## src/rtl/serial_rx_pkg.sv

```systemverilog
// Shared types and widths for the 8N1 serial receiver.
package serial_rx_pkg;

  localparam int unsigned DATA_W = 8;
  localparam int unsigned CNT_W  = 3;

  typedef enum logic [2:0] {
    ST_IDLE,
    ST_START,
    ST_DATA,
    ST_STOP,
    ST_BREAK
  } rx_state_e;

endpackage

```

## src/rtl/serial_rx_if.sv

```systemverilog
// Byte delivery interface: valid/ready handshake plus error pulses.
interface serial_rx_if;

  logic [serial_rx_pkg::DATA_W-1:0] data;
  logic                             valid;
  logic                             ready;
  logic                             frame_err;
  logic                             overrun;

  modport master (output data, output valid, output frame_err, output overrun, input ready);
  modport slave  (input data, input valid, input frame_err, input overrun, output ready);

endinterface

```

## src/rtl/serial_rx_sync_2ff.sv

```systemverilog
// Two-stage synchroniser for an asynchronous input; resets to the idle-high level.
module serial_rx_sync_2ff (
  input  logic clk,
  input  logic rst_n,
  input  logic d_i,
  output logic q_o
);

  logic meta_q;
  logic sync_q;

  always_ff @(posedge clk or negedge rst_n) begin
    if (!rst_n) begin
      meta_q <= 1'b1;
      sync_q <= 1'b1;
    end else begin
      meta_q <= d_i;
      sync_q <= meta_q;
    end
  end

  assign q_o = sync_q;

endmodule

```

## src/rtl/serial_rx.sv

```systemverilog
// 8N1 UART receiver: start-edge re-phased fractional sampling, valid/ready
// byte delivery, framing-error and overrun pulses.
module serial_rx
  import serial_rx_pkg::*;
#(
  parameter int unsigned CLK_FREQ = 48_000_000,
  parameter int unsigned BIT_FREQ = 115_200,
  parameter int unsigned ACC_W    = 32
) (
  input  logic        sys_clk,
  input  logic        rst_n,
  input  logic        rx,
  serial_rx_if.master bus
);

  logic rx_s;

  serial_rx_sync_2ff u_sync (
    .clk   (sys_clk),
    .rst_n (rst_n),
    .d_i   (rx),
    .q_o   (rx_s)
  );

  rx_state_e          state_q, state_d;
  logic [ACC_W-1:0]   acc_q, acc_d;
  logic [ACC_W-1:0]   acc_sum_c;
  logic               tick_c;
  logic [CNT_W-1:0]   cnt_q, cnt_d;
  logic [DATA_W-1:0]  shift_q, shift_d;
  logic [DATA_W-1:0]  data_q, data_d;
  logic               valid_q, valid_d;
  logic               ferr_q, ferr_d;
  logic               ovr_q, ovr_d;

  // Next-state logic; the accumulator free-runs and is re-phased on each start edge.
  always_comb begin
    acc_sum_c = acc_q + ACC_W'(BIT_FREQ);
    tick_c    = (acc_sum_c >= ACC_W'(CLK_FREQ));
    state_d   = state_q;
    acc_d     = tick_c ? (acc_sum_c - ACC_W'(CLK_FREQ)) : acc_sum_c;
    cnt_d     = cnt_q;
    shift_d   = shift_q;
    data_d    = data_q;
    valid_d   = valid_q && !bus.ready;
    ferr_d    = 1'b0;
    ovr_d     = 1'b0;

    unique case (state_q)
      ST_IDLE: begin
        if (!rx_s) begin
          acc_d   = ACC_W'(CLK_FREQ / 2);
          state_d = ST_START;
        end
      end
      ST_START: begin
        if (tick_c) begin
          if (rx_s) begin
            state_d = ST_IDLE;
          end else begin
            cnt_d   = '0;
            state_d = ST_DATA;
          end
        end
      end
      ST_DATA: begin
        if (tick_c) begin
          shift_d = {rx_s, shift_q[DATA_W-1:1]};
          cnt_d   = cnt_q + CNT_W'(1);
          if (cnt_q == CNT_W'(DATA_W - 1)) state_d = ST_STOP;
        end
      end
      ST_STOP: begin
        if (tick_c) begin
          if (rx_s) begin
            // A byte accepted this very cycle frees the slot for the new one.
            if (!valid_q || bus.ready) begin
              data_d  = shift_q;
              valid_d = 1'b1;
            end else begin
              ovr_d = 1'b1;
            end
            state_d = ST_IDLE;
          end else begin
            ferr_d  = 1'b1;
            state_d = ST_BREAK;
          end
        end
      end
      ST_BREAK: begin
        if (rx_s) state_d = ST_IDLE;
      end
      default: state_d = ST_IDLE;
    endcase
  end

  always_ff @(posedge sys_clk or negedge rst_n) begin
    if (!rst_n) begin
      state_q <= ST_IDLE;
      acc_q   <= '0;
      cnt_q   <= '0;
      shift_q <= '0;
      data_q  <= '0;
      valid_q <= 1'b0;
      ferr_q  <= 1'b0;
      ovr_q   <= 1'b0;
    end else begin
      state_q <= state_d;
      acc_q   <= acc_d;
      cnt_q   <= cnt_d;
      shift_q <= shift_d;
      data_q  <= data_d;
      valid_q <= valid_d;
      ferr_q  <= ferr_d;
      ovr_q   <= ovr_d;
    end
  end

  assign bus.data      = data_q;
  assign bus.valid     = valid_q;
  assign bus.frame_err = ferr_q;
  assign bus.overrun   = ovr_q;

endmodule

```

## src/flat_wrapper.sv

```systemverilog
// flat-port wrapper written by rule: the top's interface ports become plain ports
module serial_rx_flat import serial_rx_pkg::*;
#(
  parameter int unsigned CLK_FREQ = 48_000_000,
  parameter int unsigned BIT_FREQ = 115_200,
  parameter int unsigned ACC_W    = 32
)
  (sys_clk, rst_n, rx, bus_data, bus_valid, bus_frame_err, bus_overrun, bus_ready);
  serial_rx_if bus_i ();
  input  logic sys_clk;
  input  logic rst_n;
  input  logic rx;
  output wire logic [$bits(bus_i.data)-1:0] bus_data;
  output wire logic [$bits(bus_i.valid)-1:0] bus_valid;
  output wire logic [$bits(bus_i.frame_err)-1:0] bus_frame_err;
  output wire logic [$bits(bus_i.overrun)-1:0] bus_overrun;
  input wire logic [$bits(bus_i.ready)-1:0] bus_ready;
  assign bus_data = bus_i.data;
  assign bus_valid = bus_i.valid;
  assign bus_frame_err = bus_i.frame_err;
  assign bus_overrun = bus_i.overrun;
  assign bus_i.ready = bus_ready;
  serial_rx #(.CLK_FREQ(CLK_FREQ), .BIT_FREQ(BIT_FREQ), .ACC_W(ACC_W)) u_core (.sys_clk(sys_clk), .rst_n(rst_n), .rx(rx), .bus(bus_i));
endmodule
```

## config.mk

```make
export PLATFORM = sky130hd
export DESIGN_NAME = serial_rx_flat
export DESIGN_NICKNAME = d
export VERILOG_FILES = /design/src/rtl/serial_rx_pkg.sv /design/src/rtl/serial_rx_if.sv /design/src/rtl/serial_rx_sync_2ff.sv /design/src/rtl/serial_rx.sv /design/src/flat_wrapper.sv
export SDC_FILE = /design/constraint.sdc
export NUM_CORES = 1
export LEC_CHECK = 0
export CAP_MARGIN = 20
export CORE_MARGIN = 1
export CORE_UTILIZATION = 60
export CTS_BUF_LIST = sky130_fd_sc_hd__clkbuf_2 sky130_fd_sc_hd__clkbuf_4 sky130_fd_sc_hd__clkbuf_8
export DETAILED_ROUTE_END_ITERATION = 8
export GPL_TIMING_DRIVEN = 0
export PLACE_DENSITY = 0.79
export REMOVE_ABC_BUFFERS = 1
export SLEW_MARGIN = 20
export SYNTH_ARGS = -nofsm -noshare
export SYNTH_HDL_FRONTEND = slang
export SYNTH_SLANG_ARGS = --single-unit
```

## constraint.sdc

```tcl
create_clock -name sys_clk -period 8.45 [get_ports sys_clk]
set_clock_uncertainty 0.05 [all_clocks]
set_input_delay 2.1125 -clock sys_clk [delete_from_list [all_inputs] [get_ports sys_clk]]
set_output_delay 2.1125 -clock sys_clk [all_outputs]
set_load 0.01 [all_outputs]
```

=== Yosys cells after proc, flatten, opt, wreduce, memory -nomap -nowiden ===
Cells that the tools add are included.

* Flip-flop bits (word level): 59
* Input port bits: 4
* Output and inout port bits: 11
* Logic and storage cells: 63

* Add/subtract/negate cells: 3
* Order comparisons: 1
* Eq/ne operators: 12
* Muxes and demuxes: 27
* Reductions and logical operators: 10

{| class="wikitable"
|+ Operators by type and width
! cell !! count
|-
| 32-bit two-way mux || 3
|-
| 32-bit by 17-bit adder with 32-bit output, second input constant || 1
|-
| 32-bit by 26-bit >= comparator with 1-bit output, second input constant || 1
|-
| 32-bit by 26-bit subtractor with 32-bit output, second input constant || 1
|-
| 3-bit two-way mux || 10
|-
| 3-bit case mux with 5 select lines || 1
|-
| 1-bit two-way mux || 11
|-
| 2-bit by 1-bit != test with 1-bit output, second input constant || 4
|-
| 4-bit AND reduction || 2
|-
| 3-bit by 2-bit == test with 1-bit output, second input constant || 2
|-
| 3-bit == test, second input constant || 2
|-
| 2-bit != test, second input constant || 3
|-
| 3-bit case mux with 2 select lines || 1
|-
| 6-bit AND reduction || 1
|-
| 3-bit by 1-bit adder with 3-bit output, second input constant || 1
|-
| 3-bit by 1-bit == test with 1-bit output, second input constant || 1
|-
| 3-bit logical NOT || 1
|-
| 1-bit logical NOT || 2
|-
| 2-bit two-way mux || 1
|-
| 2-bit AND reduction || 1
|-
| 2-bit nonzero test || 1
|-
| 1-bit logical AND || 1
|-
| 1-bit logical OR || 1
|}

=== Logic depth before layout (Yosys ltp) ===
Gate-level depths: netlist of run 1.

* Word-level depth: 6
* Gate-level depth with buffers: 13
* Depth with buffers taken out: 10

=== Modules after synthesis ===
A second synthesis of run 1 with hierarchy kept.

* Cells, all modules: 326
* Area, all modules: 3171.8 um^2

{| class="wikitable"
|+ Modules (own cells, without submodules)
! module !! times used !! cells an instance !! area an instance (um^2)
|-
| serial_rx || 1 || 324 || 3119.2
|-
| serial_rx_sync_2ff || 1 || 2 || 52.6
|}

=== Worst setup path before layout of run 1 ===
OpenSTA, ideal clock, no wires.

* Path type: register -> register
* From: register u_core.acc_q[9]
* To: register u_core.data_q[0], in the netlist u_core.bus.data[0]
* Setup time: 0.125 ns
* Data arrival time: 3.081 ns
* Slack: 5.194 ns
* Cell stages (with the launch flop): 12
* Clock period less this slack: 3.256 ns
* Path through: dfrtp_1 > ha_1 > buf_2 > nand4_1 > clkbuf_1 > a2111oi_0 > o32a_1 > o21ai_1 > nand3_1 > nor3_2 > nor4b_4 > mux2_2

* Word-level cells in the longest chain between the ends: 3

{| class="wikitable"
|+ RTL lines
! element !! RTL line !! RTL
|-
| start, declared || serial_rx.sv:26 || <nowiki>logic [ACC_W-1:0] acc_q, acc_d;</nowiki>
|-
| start signal, assigned || serial_rx.sv:100 || <nowiki>acc_q <= '0;</nowiki>
|-
| start signal, assigned || serial_rx.sv:109 || <nowiki>acc_q <= acc_d;</nowiki>
|-
| 32-bit by 17-bit adder with 32-bit output || serial_rx.sv:38 || <nowiki>acc_sum_c = acc_q + ACC_W'(BIT_FREQ);</nowiki>
|-
| 32-bit by 26-bit >= comparator with 1-bit output || serial_rx.sv:39 || <nowiki>tick_c = (acc_sum_c >= ACC_W'(CLK_FREQ));</nowiki>
|-
| 4-bit AND reduction (no line) || - ||
|-
| end signal, assigned || serial_rx.sv:112 || <nowiki>data_q <= data_d;</nowiki>
|-
| end, declared || serial_rx.sv:31 || <nowiki>logic [DATA_W-1:0] data_q, data_d;</nowiki>
|}

No other way between the ends.
A chain may end at the register's enable or synchronous reset.

=== Worst setup path in the final report of run 1 ===
* From: register u_core.acc_q[9]
* To: register u_core.shift_q[4]

* Word-level cells in the longest chain between the ends: 3

{| class="wikitable"
|+ RTL lines
! element !! RTL line !! RTL
|-
| 32-bit by 17-bit adder with 32-bit output || serial_rx.sv:38 ||
|-
| 32-bit by 26-bit >= comparator with 1-bit output || serial_rx.sv:39 ||
|-
| 2-bit AND reduction (no line) || - ||
|-
| end signal, assigned || serial_rx.sv:111 || <nowiki>shift_q <= shift_d;</nowiki>
|-
| end, declared || serial_rx.sv:30 || <nowiki>logic [DATA_W-1:0] shift_q, shift_d;</nowiki>
|}

No other way between the ends.

==> results.txt, run 1 <==
detail-routed via count per cell - 6.54
Hold Buf Count CTS - 0
sequential element share of the synthesized area - 0.385
Die Span X - 75.7 um
R2R setup slack - 3.93 ns
largest family of logic cells by synthesized area - simple AND/OR/NAND/NOR gates
cell family with most CP delay - simple AND/OR/NAND/NOR gates
worst endpoint required time - 8.60 ns
total global-route track usage - 0.293
Arrival @ worst endpoint - 4.67 ns
simple-gate area share of the yosys netlist - 0.252
number of max-cap violations - 0
FP Rows - 26
total CTS buffers - 5
Final Wtd Congestion - 0.848
Worst VDD drop - 0.102 mV
Final Setup Violations - 0
share of cells above drive strength 1 - 0.114
Setup TNS Final - 0 ns
Final period util - 0.535
Pwr per Cell Area - 114 mW/mm^2
Post-Synth Adder-Cell Area - 0.0154
Cells after Synth - 356
routed wire length - 7350 um
Area growth, synth to finish - 8.33%
Lkg Pwr - 1.52 nW
die height - 75.7 um
Initial Util - 0.630
Final ANT Viol Nets - 0
synthesis warning total - 0
# diodes - 0
Synth area leader - dfrtp_1
first-pass iteration count of the detailed router - 4
Mapped Area - 0.00326 mm^2
Reg-to-Reg Start - u_core.acc_q[9]$_DFF_PN0_
class of the worst hold path - flop to flop
I/O pin count - 15
compound-gate portion of the synthesized area - 0.179
hold_sp - u_core.u_sync.meta_q$_DFF_PN1_
FF-to-FF End - u_core.shift_q[4]$_DFFE_PN0P_
Final Critical Period - 4.52 ns
worst skew pair latency - 0.31 ns
CP max FO - 29
Final Slew Violations - 0
Post-DP HPWL - 5200 um
dominant synthesized flop cell - dfrtp_1
Yosys reg bits - 50
Bufs and invs on worst path - 0
critical path type - flop to flop
vias - 2,814
gr ovfl total - 0
PostCTS Resize Cnt - 0
count of flip-flops with a built-in enable after synthesis - 0
clock sink count - 50
root buf cell - clkbuf_8
Hold Path Depth - 0
Mean Syn Cell Area - 9.16 um^2
unrepaired setup endpoints after global routing - no
synth cell count leaders - 48 x dfrtp_1, 35 x nand2_1, 21 x nor2_1
ranking of synthesized cells by area - dfrtp_1 37%, mux2_2 5.5%, nand2_1 4.0%
Initial DRC Count - 330
slew at the pin closest to its max-slew limit - 1.06 ns
Distinct cells, synth - 62
H-tree depth - 2
Worst-path clk slew - 0.10 ns
fmax - 221 MHz
CTS tree - done
vias in the first global route - 2,652
most frequent cell after synthesis - dfrtp_1
crit start category - flop
pre-CTS setup slack - 3.99 ns
Fillers - 401
worst setup margin - 3.93 ns
initial antenna violation count - 0
mux contribution to synthesized area - 0.0714
outcome - finished, final reports clean
Max transition margin - 0.283
Synth Area in XOR/XNOR - 0.0564
Wirelength per Cell - 17.1 um
PortBufs - 14
die area - 0.00573 mm^2
largest net degree at the start of global routing - 30
first-pass GRT wire length - 12,600 um
Setup crit end kind - flop
Crit path largest cell delay - 0.83 ns
Hold Path Sink - u_core.u_sync.q_o$_DFF_PN1_
Reg2Reg Depth - 8
Final Net Count - 367
CORE AREA - 0.00517 mm^2
total setup buffers inserted after CTS - 0
CP max-delay cell - or3_1
Remaining DRCs - 0
endpoints failing hold - 0
crit-path cells - ha_1 -> nand4_1 -> or4_1 -> a311o_1 -> a211oi_2 -> or3_1 -> and3_1 -> mux2_2
ys async rst share - 1.00
worst-case clock buffer depth - 2
share of the synthesized area in the top cell type - 0.369
## routing by layer
layer / vias to the layer above / track usage / wire length (um)
met5: - / 0 / 0
met4: 0 / 0.0823 / 106
met3: 11 / 0.0423 / 314
met2: 71 / 0.480 / 3590
met1: 1389 / 0.408 / 3340
li1: 1343 / - / -
## sequential cells by signal, indices dropped and copies added (netlist names)
signal,count
u_core.acc_q,23
u_core.bus.valid,1
u_core.cnt_q,3
u_core.bus.frame_err,1
u_core.shift_q,8
u_core.u_sync.q_o,1
u_core.bus.overrun,1
u_core.bus.data,8
u_core.u_sync.meta_q,1
u_core.state_q,3
## through the flow
step                cells  area [um^2]  total power (W)  hold slack [ns]   util
finish                430         3530         0.000401            0.311  0.683
global route          430         3530         0.000413            0.319  0.683
global placement      419         3390         0.000252            0.296  0.656
detailed placement    422         3430         0.000253            0.299  0.664
CTS                   430         3530         0.000403            0.313  0.683
floorplan             335         3160         0.000245            0.295      -
## worst max path at each step
stage,startpoint,to,slack (ns),cells after the start
2_1_floorplan,u_core.acc_q[9]$_DFF_PN0_,u_core.shift_q[4]$_DFFE_PN0P_,4.77,8
3_3_place_gp,rst_n,u_core.acc_q[27]$_DFF_PN0_,3.78,1
3_5_place_dp,u_core.acc_q[9]$_DFF_PN0_,u_core.shift_q[4]$_DFFE_PN0P_,3.99,8
4_1_cts,u_core.acc_q[9]$_DFF_PN0_,u_core.shift_q[4]$_DFFE_PN0P_,3.98,8
5_1_grt,u_core.acc_q[9]$_DFF_PN0_,u_core.shift_q[6]$_DFFE_PN0P_,3.51,9
6_report,u_core.acc_q[9]$_DFF_PN0_,u_core.shift_q[4]$_DFFE_PN0P_,3.93,8
## area by class of cell
| class | instances | area [um^2] | area share |
|---|---|---|---|
| flip-flops and latches | 50 | 1250 | 0.355 |
| repair buffers | 17 | 168 | 0.0475 |
| multi-input cells | 275 | 1890 | 0.534 |
| clock buffers | 6 | 82.6 | 0.0234 |
| clock inverters | 2 | 16.3 | 0.00461 |
| well taps | 70 | 87.6 | 0.0248 |
| inverters | 10 | 37.5 | 0.0106 |
## power by group
group / total [W] / switching [W] / internal, W
Clock: 0.000153 / 0.0000856 / 0.0000676
Combinational: 0.00000732 / 0.00000523 / 0.00000209
Sequential: 0.000240 / 0.000000520 / 0.000240
## placed cells by master (no fill, tap or decap), drive strengths merged, types with 4 or more instances in the layout
| cell type | synthesis | layout |
|---|---|---|
| mux2 | 18 | 18 |
| nor2 | 21 | 21 |
| inv | 10 | 11 |
| a21oi | 17 | 17 |
| and3 | 9 | 9 |
| nand2b | 4 | 4 |
| nor3b | 4 | 4 |
| xor2 | 7 | 7 |
| nand3 | 13 | 13 |
| ha | 4 | 4 |
| o21ai | 14 | 14 |
| nor3 | 12 | 12 |
| clkbuf | 9 | 6 |
| nand4 | 12 | 12 |
| clkdlybuf4s50 | 0 | 13 |
| buf | 12 | 4 |
| dfrtp | 48 | 48 |
| nand2 | 35 | 35 |
| nand4b | 4 | 4 |
| nor4 | 4 | 4 |
| or3 | 6 | 6 |
| a211oi | 7 | 7 |
| o31ai | 4 | 4 |
| nor2b | 4 | 4 |
| xnor2 | 14 | 14 |
| a31oi | 9 | 9 |
| or4 | 7 | 7 |
## cell families (layout without fill, tap and decap cells)
family          after synthesis  after routing
fa+ha+maj                     4              4
simple gates                146            146
compound gates               83             83
xor+xnor                     21             21
buf+inv                      31             35
mux                          21             21
flops                        50             50
No activity file was read; power rests on OpenSTA's default activity.
==> run 2: changes to the inputs <==
==> constraint.sdc (replaced) <==
create_clock -name sys_clk -period 4.7 [get_ports sys_clk]
set_clock_uncertainty 0.05 [all_clocks]
set_input_delay 1.175 -clock sys_clk [delete_from_list [all_inputs] [get_ports sys_clk]]
set_output_delay 1.175 -clock sys_clk [all_outputs]
set_load 0.01 [all_outputs]
==> run 2 against run 1 <==
Net effect:
- critical path depth grew 1
- combinational power rose by 79%
- first-iteration DRC count increased by 0.30%
- via count rose by 0.71%
- clock power is 80% higher
- worst setup slack lost 3.5 ns
- global-route usage unchanged
- maximum frequency is 6.1% higher
- sequential cell count unchanged
- die area unchanged
- sequential share of layout area decreased by 0.063 points
- critical endpoint is now u_core.shift_q[6]$_DFFE_PN0P_
- largest cell class unchanged
- largest power group unchanged
- highest routed layer unchanged
==> results.txt, run 2 (same netlist as run 1, synthesis figures left out) <==
gr ovfl total - 0
Initial Util - 0.630
Worst-path clk slew - 0.10 ns
outcome - finished, final reports clean
total global-route track usage - 0.293
share of cells above drive strength 1 - 0.119
CORE AREA - 0.00517 mm^2
CTS tree - done
combinational power share - 0.018
detail-routed via count per cell - 6.59
Final Net Count - 367
unrepaired setup endpoints after global routing - no
Hold Buf Count CTS - 0
worst endpoint required time - 4.84 ns
slew at the pin closest to its max-slew limit - 1.06 ns
Final ANT Viol Nets - 0
first-pass GRT wire length - 12,600 um
Initial DRC Count - 331
routed wire length - 7380 um
Hold Path Depth - 0
Final Setup Violations - 0
most frequent cells in the layout - 48 x dfrtp_1, 35 x nand2_1, 21 x nor2_1
root buf cell - clkbuf_8
PortBufs - 14
Sw Share - 0.227
H-tree depth - 2
Cell Int Power - 0.000557 W
crit start category - flop
pre-CTS setup slack - 0.240 ns
vias - 2,834
Reg2Reg Depth - 9
# diodes - 0
Pwr per Cell Area - 204 mW/mm^2
CP max-delay cell - o311ai_0
cell family with most CP delay - simple AND/OR/NAND/NOR gates
fmax - 235 MHz
Final Slew Violations - 0
clock sink count - 50
Final Wtd Congestion - 0.848
vias in the first global route - 2,652
critical path type - flop to flop
first-pass iteration count of the detailed router - 5
Worst VDD drop - 0.183 mV
I/O pin count - 15
power share of the clock group - 0.381
Top reg by flops - u_core.acc_q
commonest non-fill, non-tap cell in the layout - dfrtp_1
Post-DP HPWL - 5200 um
number of max-cap violations - 0
Setup crit end kind - flop
max FFs per register - 23
Crit path largest cell delay - 0.88 ns
Wirelength per Cell - 17.2 um
final hold slack - 0.311 ns
crit-path cells - ha_1 -> and4_1 -> a31oi_1 -> o311ai_0 -> and2_1 -> a211oi_2 -> or3_2 -> and3_1 -> mux2_1
Arrival @ worst endpoint - 4.40 ns
initial antenna violation count - 0
die area - 0.00573 mm^2
largest net degree at the start of global routing - 30
worst-case clock buffer depth - 2
endpoints failing hold - 0
Setup TNS Final - 0 ns
FP Rows - 26
Max transition margin - 0.283
Final Critical Period - 4.26 ns
class of the worst hold path - flop to flop
Die Span X - 75.7 um
Area growth, synth to finish - 8.52%
worst setup margin - 0.440 ns
total setup buffers inserted after CTS - 0
CP max FO - 29
die height - 75.7 um
Lkg Pwr - 1.52 nW
cell count along the critical path - 9
Remaining DRCs - 0
Bufs and invs on worst path - 0
fin util - 0.684
Final period util - 0.906
Seq pwr share - 0.600
worst skew pair latency - 0.31 ns
Switching Power - 0.000163 W
total CTS buffers - 5
==> run 2: stage by stage <==
step	cells	instance area [um^2]	total power, W
after floorplan	335	3160	0.000441
after global placement	419	3390	0.000453
after detailed placement	422	3430	0.000454
after CTS	430	3530	0.000724
after global routing	430	3540	0.000743
final	430	3540	0.000720
==> run 2: routing by layer <==
layer / vias to the layer above / part of all wire / global-route usage
li1: 1346 / - / -
met1: 1403 / 0.46 / 0.408
met2: 74 / 0.48 / 0.480
met3: 11 / 0.042 / 0.0423
met4: 0 / 0.014 / 0.0823
met5: - / 0 / 0
==> run 2: timing repair <==
item,in CTS,in global routing
resized for setup,0,2
endpoints found under the setup margin,0,12
endpoints found under the hold margin,0,0
==> run 2: power by group through the flow <==
stage          sequential [W]  combinational [W]  clock, W
3_3_place_gp         0.000441          0.0000118         0
4_1_cts              0.000432          0.0000136  0.000278
3_5_place_dp         0.000441          0.0000136         0
6_report             0.000432          0.0000131  0.000275
2_1_floorplan        0.000441        0.000000764         0
5_1_grt              0.000433          0.0000155  0.000295
==> run 2: area by class of cell <==
type                    instances  area (um^2)
clock buffers                   6         82.6
clock inverters                 2         16.3
fillers                       401         1640
inverters                      10         37.5
multi-input cells             275         1890
flip-flops and latches         50         1250
well taps                      70         87.6
repair buffers                 17          168
==> run 2: worst paths after layout <==
check | start | end | slack (ns)
setup / recovery | u_core.acc_q[9]$_DFF_PN0_ | u_core.shift_q[6]$_DFFE_PN0P_ | 0.44
hold / removal | u_core.u_sync.meta_q$_DFF_PN1_ | u_core.u_sync.q_o$_DFF_PN1_ | 0.31
setup reg to reg | u_core.acc_q[9]$_DFF_PN0_ | u_core.shift_q[6]$_DFFE_PN0P_ | 0.44
hold reg to reg | u_core.u_sync.meta_q$_DFF_PN1_ | u_core.u_sync.q_o$_DFF_PN1_ | 0.31
max in group asynchronous | rst_n | u_core.u_sync.q_o$_DFF_PN1_ | 3.20
min in group asynchronous | rst_n | u_core.acc_q[12]$_DFF_PN0_ | 0.79
